File: src/rtl/instr_mem_loader.sv
// Streams program bytes into 32-bit big-endian words and writes them to instruction memory.
// Holds the CPU for the whole load; one write per 4 accepted bytes.
module instr_mem_loader #(
  parameter int          MEM_WORDS = 128,
  parameter logic [31:0] BASE_ADDR = 32'h0000_0000
) (
  input  logic        clk,
  input  logic        reset,
  input  logic        start,
  input  logic [7:0]  word_count,
  input  logic [7:0]  byte_in,
  input  logic        byte_valid,
  output logic        byte_ready,
  output logic        mem_write_en,
  output logic [31:0] mem_write_address,
  output logic [31:0] mem_write_data,
  output logic        cpu_hold,
  output logic        busy,
  output logic        done
);

  // word_count is 8 bits wide, so a depth beyond 255 never needs clamping.
  localparam logic [7:0] MAX_COUNT = (MEM_WORDS > 255) ? 8'd255 : 8'(MEM_WORDS);

  typedef enum logic [1:0] {
    IDLE  = 2'd0,
    RECV  = 2'd1,
    WRITE = 2'd2,
    DONE  = 2'd3
  } state_t;

  state_t      state;
  state_t      state_next;
  logic [7:0]  words_left;
  logic [31:0] addr;
  logic [1:0]  byte_idx;
  logic [23:0] partial;
  logic [31:0] wr_addr;
  logic [31:0] wr_data;
  logic [7:0]  clamped_count;
  logic        accept;

  always_comb begin
    clamped_count = word_count;
    if (word_count > MAX_COUNT) begin
      clamped_count = MAX_COUNT;
    end
  end

  assign accept = (state == RECV) && byte_valid;

  always_comb begin
    state_next   = state;
    byte_ready   = 1'b0;
    mem_write_en = 1'b0;
    cpu_hold     = 1'b0;
    busy         = 1'b0;
    done         = 1'b0;
    case (state)
      IDLE: begin
        if (start) begin
          state_next = (clamped_count == 8'd0) ? DONE : RECV;
        end
      end
      RECV: begin
        byte_ready = 1'b1;
        cpu_hold   = 1'b1;
        busy       = 1'b1;
        if (accept && (byte_idx == 2'd3)) begin
          state_next = WRITE;
        end
      end
      WRITE: begin
        mem_write_en = 1'b1;
        cpu_hold     = 1'b1;
        busy         = 1'b1;
        state_next   = (words_left == 8'd1) ? DONE : RECV;
      end
      DONE: begin
        done       = 1'b1;
        cpu_hold   = 1'b1;
        busy       = 1'b1;
        state_next = IDLE;
      end
      default: state_next = IDLE;
    endcase
  end

  always_ff @(posedge clk or posedge reset) begin
    if (reset) begin
      state <= IDLE;
    end else begin
      state <= state_next;
    end
  end

  // The write port registers are loaded together with the 4th byte so they are
  // valid throughout WRITE and then hold until the next word completes.
  always_ff @(posedge clk or posedge reset) begin
    if (reset) begin
      words_left <= 8'd0;
      addr       <= BASE_ADDR;
      byte_idx   <= 2'd0;
      partial    <= 24'd0;
      wr_addr    <= BASE_ADDR;
      wr_data    <= 32'd0;
    end else begin
      case (state)
        IDLE: begin
          if (start) begin
            words_left <= clamped_count;
            addr       <= BASE_ADDR;
            byte_idx   <= 2'd0;
          end
        end
        RECV: begin
          if (accept) begin
            byte_idx <= byte_idx + 2'd1;
            case (byte_idx)
              2'd0: partial[23:16] <= byte_in;
              2'd1: partial[15:8]  <= byte_in;
              2'd2: partial[7:0]   <= byte_in;
              default: begin
                wr_addr <= addr;
                wr_data <= {partial, byte_in};
              end
            endcase
          end
        end
        WRITE: begin
          addr       <= addr + 32'd4;
          words_left <= words_left - 8'd1;
        end
        default: ;
      endcase
    end
  end

  assign mem_write_address = wr_addr;
  assign mem_write_data    = wr_data;

endmodule

File: config.mk
export PLATFORM = sky130hd
export DESIGN_NAME = instr_mem_loader
export DESIGN_NICKNAME = d
export VERILOG_FILES = /design/src/rtl/instr_mem_loader.sv
export SDC_FILE = /design/constraint.sdc
export NUM_CORES = 1
export LEC_CHECK = 0
export BUFFER_PORTS_ARGS = -buffer_cell sky130_fd_sc_hd__buf_2
export CAP_MARGIN = 30
export CORE_UTILIZATION = 40
export CTS_CLUSTER_DIAMETER = 200
export DETAILED_ROUTE_END_ITERATION = 10
export PLACE_DENSITY_LB_ADDON = 0.25
export SLEW_MARGIN = 25
export SYNTH_ARGS = -nofsm -noshare
export SYNTH_HDL_FRONTEND = slang
export SYNTH_SLANG_ARGS = --single-unit
File: constraint.sdc
create_clock -name clk -period 5 [get_ports clk]
set_input_delay 0.25 -clock clk [delete_from_list [all_inputs] [get_ports clk]]
set_output_delay 0.25 -clock clk [all_outputs]
set_load 0.05 [all_outputs]
==> results.sh <==
export IMPL_cts_max_level=4
export IMPL_clk_path_buf_depth=2
export IMPL_flow_area_growth_from_synthesis_pct=21.7
export IMPL_post_synth_cell_area_avg_um2=12.3
export IMPL_r2r_start="state[0]$_DFFE_PP0P_"
export IMPL_endpoint_kind="output pin"
export IMPL_fin_ws_ns=1.62
export IMPL_clk_transition_reported_paths_ns=0.06
export IMPL_timing_critical_path_fanout_max=28
export IMPL_outcome="complete, no violations"
export IMPL_total_grt_overflow=0
export IMPL_critical_path_endpoint="mem_write_en"
export IMPL_insertion_delay_ns=0.42
export IMPL_setup_viol=0
export IMPL_post_route_drc_count=0
export IMPL_critPathKind="reg -> out"
export IMPL_synth_main_ff_cell="sky130_fd_sc_hd__dfrtp_1"
export IMPL_maxCapViolations=0
export IMPL_use_met1_pct=23.9
export IMPL_maxSlewHeadroom_pct=41.9
export IMPL_final_hold_violation_count=0
export IMPL_rsz_0062_raised_after_global_routing="no"
export IMPL_cp_slowest_stage_delay_ns=0.96
export IMPL_grt_busiest_layer="met2"
export IMPL_drt_pass1_iter_count=4
export IMPL_postRouteAntennaNets=0
export IMPL_rr_endpoint="words_left[7]$_DFFE_PP0P_"
export IMPL_worstMarginPinSlew_ns=0.866
export IMPL_start_util_pct=40.8
export IMPL_achievable_frequency_ghz=0.296
export IMPL_synth_seq_cells=128
export IMPL_total_global_route_track_usage_pct=18.3
export IMPL_cp_top_family="buffers and inverters"
export IMPL_use_met3_pct=5.75
export IMPL_vdd_drop_max_mv=0.288
export IMPL_cp_num_buf_inv=2
export IMPL_mappedNetlistArea_um2=5650
export IMPL_synth_yosys_seq_area_share_pct=56.7
export IMPL_postCtsResizedCells=0
export IMPL_grt_pass1_wl_um=20300
export IMPL_die_extent_in_x_um=121
export IMPL_gpl_final_weighted_congestion=0.853
export IMPL_min_period_ns=3.38
export IMPL_drtIter0Drc=256
export IMPL_placementRows=43
export IMPL_clock_skew_ns=0.00563
export IMPL_netlist_instances=458
export IMPL_cp_arrival_ns=3.13
export IMPL_final_nets=572
export IMPL_dp_slack_ns=2.05
export IMPL_global_route_usage_met2_pct=28.1
export IMPL_io_pins=89
export IMPL_grt_pass1_vias=3935
export IMPL_num_antenna_cells=0
export IMPL_yosysUniqueCellTypes=50
export IMPL_maximum_number_of_pins_on_one_net_before_global_route_repair=49
export IMPL_worst_path_max_delay_cell="sky130_fd_sc_hd__clkinv_1"
export IMPL_cts_buffers_inserted=17
export IMPL_rrSetupSlack_ns=1.98
export IMPL_synth_async_sr_flop_share_pct=100
export IMPL_worstPathCellList="nand2b_1, clkinv_1, buf_2"
export IMPL_period_share_pct=67.6
export IMPL_p_leak_nw=3.32
export IMPL_floorplan_die_area_um2=14600
export IMPL_dpl_hpwl_um=8110
export IMPL_drt_total_wl_um=12000
export IMPL_grt_antenna_before_repair=0
export IMPL_detail_route_vias_per_cell=5.34
export IMPL_setup_tns_final_ns=0
export IMPL_cts_tree="built"
export IMPL_synth_enable_flop_cells=0
export IMPL_via_count=3942
export IMPL_timing_final_max_slew_violations=0
export IMPL_sink_count=128
export IMPL_detail_route_wl_per_cell_um=16.2
export IMPL_ff2ff_path_depth=6
export IMPL_die_y_um=121
export IMPL_ctsRootBufferMaster="sky130_fd_sc_hd__clkbuf_16"
export IMPL_worstSetupPathDepth=3
export IMPL_port_buffer_count=86
export IMPL_core_area_um2=13800
export IMPL_hp_class="in -> reg"
export IMPL_fraction_of_layout_instances_using_a_drive_strength_above_1_pct=40.3
export IMPL_launch_point_of_the_critical_path="state[0]$_DFFE_PP0P_"
export IMPL_powerDensity_nw_per_um2=643
export IMPL_ys_warn_count=0
export IMPL_critical_path_required_ns=4.75
export IMPL_filler_cell_count=1233
export IMPL_launching_element_type_of_the_critical_path="register"
-- worst min path at each step --
stage / cells after the start / slack, ns / endpoint / from
finish: 2 / 0.12 / partial[4]$_DFFE_PP0P_ / byte_in[4]
CTS: 2 / 0.10 / partial[20]$_DFFE_PP0P_ / byte_in[4]
global placement: 2 / 0.47 / mem_write_address[24]$_DFFE_PP0P_ / mem_write_address[24]$_DFFE_PP0P_
detailed placement: 2 / 0.32 / mem_write_data[6]$_DFFE_PP0P_ / reset
global route: 2 / 0.11 / partial[4]$_DFFE_PP0P_ / byte_in[4]
floorplan: 1 / 0.40 / mem_write_data[0]$_DFFE_PP0P_ / byte_in[0]
-- worst register-to-register path, stage by stage, from the launching register on --
cell and delay [ns]:
sky130_fd_sc_hd__dfrtp_1 0.53, sky130_fd_sc_hd__nand2b_1 0.73, sky130_fd_sc_hd__clkinv_1 0.96, sky130_fd_sc_hd__nand2_1 0.30, sky130_fd_sc_hd__a21oi_1 0.06, sky130_fd_sc_hd__a31oi_1 0.15
sky130_fd_sc_hd__o311ai_0 0.15
-- where the power goes --
part	switching (W)	internal, W
Sequential	0.000203	0.00137
Clock	0.000465	0.000810
Combinational	0.00108	0.000490
-- cells in the mapped netlist (all sizes together) (2+ instances only) --
cell,count,area [um^2]
a211oi,2,15.0
a21oi,17,85.1
a22o,3,26.3
a31oi,12,75.1
and2,3,18.8
and3,6,38.8
buf,16,101
clkbuf,8,30.0
dfrtp,128,3200
ha,7,87.6
inv,9,33.8
mux2,85,957
mux2i,2,20.0
nand2,22,82.6
nand2b,3,18.8
nand3,16,103
nand4,14,109
nor2,24,100
nor2b,2,15.0
nor3,3,15.0
nor4,5,61.3
o211ai,3,22.5
o21ai,40,200
o311ai,3,41.3
o31ai,6,45.0
or2,2,12.5
or4,2,15.0
xor2,5,43.8
-- routing by layer --
layer	up-vias	share of wire, %
met4	0	1.5
met2	132	46
met3	14	6.1
met1	1959	46
met5	-	0
li1	1837	-
-- logic make-up after synthesis --
| group | share of synthesized area (%) |
|---|---|
| flip-flops | 56.7 |
| adder cells (fa/ha/maj) | 1.55 |
| multiplexers | 17.3 |
| AND/OR/NAND/NOR | 11.1 |
| other | 0.0664 |
| buffers and inverters | 2.99 |
| XOR/XNOR | 0.775 |
| AO/OA/AOI/OAI | 9.46 |
-- sequential cells by signal, indices dropped and copies added (netlist names) --
| register | count |
|---|---|
| byte_idx | 2 |
| mem_write_data | 32 |
| addr | 30 |
| partial | 24 |
| state | 2 |
| mem_write_address | 30 |
| words_left | 8 |
-- layout by cell type (no fill, tap or decap), drive strengths merged, types with 9 or more instances in the layout --
cell type  instances
a31oi             12
mux2              85
o21ai             40
clkbuf            19
nor2              24
dfrtp            128
nand4             14
nand3             16
a21oi             17
inv               10
nand2             22
buf               90
clkinv             9
-- stage by stage --
step	hold WS [ns]	total power (W)	cell area (um^2)	instances	util [%]
6_report	0.117	0.00442	6880	738	49.7
5_1_grt	0.105	0.00466	6880	738	49.7
4_1_cts	0.102	0.00447	6850	737	49.5
3_5_place_dp	0.315	0.00317	6220	704	45.0
3_3_place_gp	0.466	0.00312	6200	703	44.8
2_1_floorplan	0.400	0.00280	5650	459	-
-- area by class of cell --
| cell class | instances | area, um^2 | share of cell area [%] |
|---|---|---|---|
| Sequential cell | 128 | 3200 | 46.6 |
| Timing Repair Buffer | 91 | 510 | 7.42 |
| Tap cell | 180 | 225 | 3.28 |
| Multi-Input combinational cell | 297 | 2280 | 33.2 |
| Clock inverter | 13 | 161 | 2.35 |
| Clock buffer | 19 | 453 | 6.59 |
| Inverter | 10 | 40.0 | 0.582 |
-- repair_timing --
| item | 4_1_cts | 5_1_grt |
|---|---|---|
| setup buffers | 0 | 0 |
| hold endpoints to repair | 35 | 0 |
| hold buffers | 1 | 0 |
(Power assumes the default switching activity.)
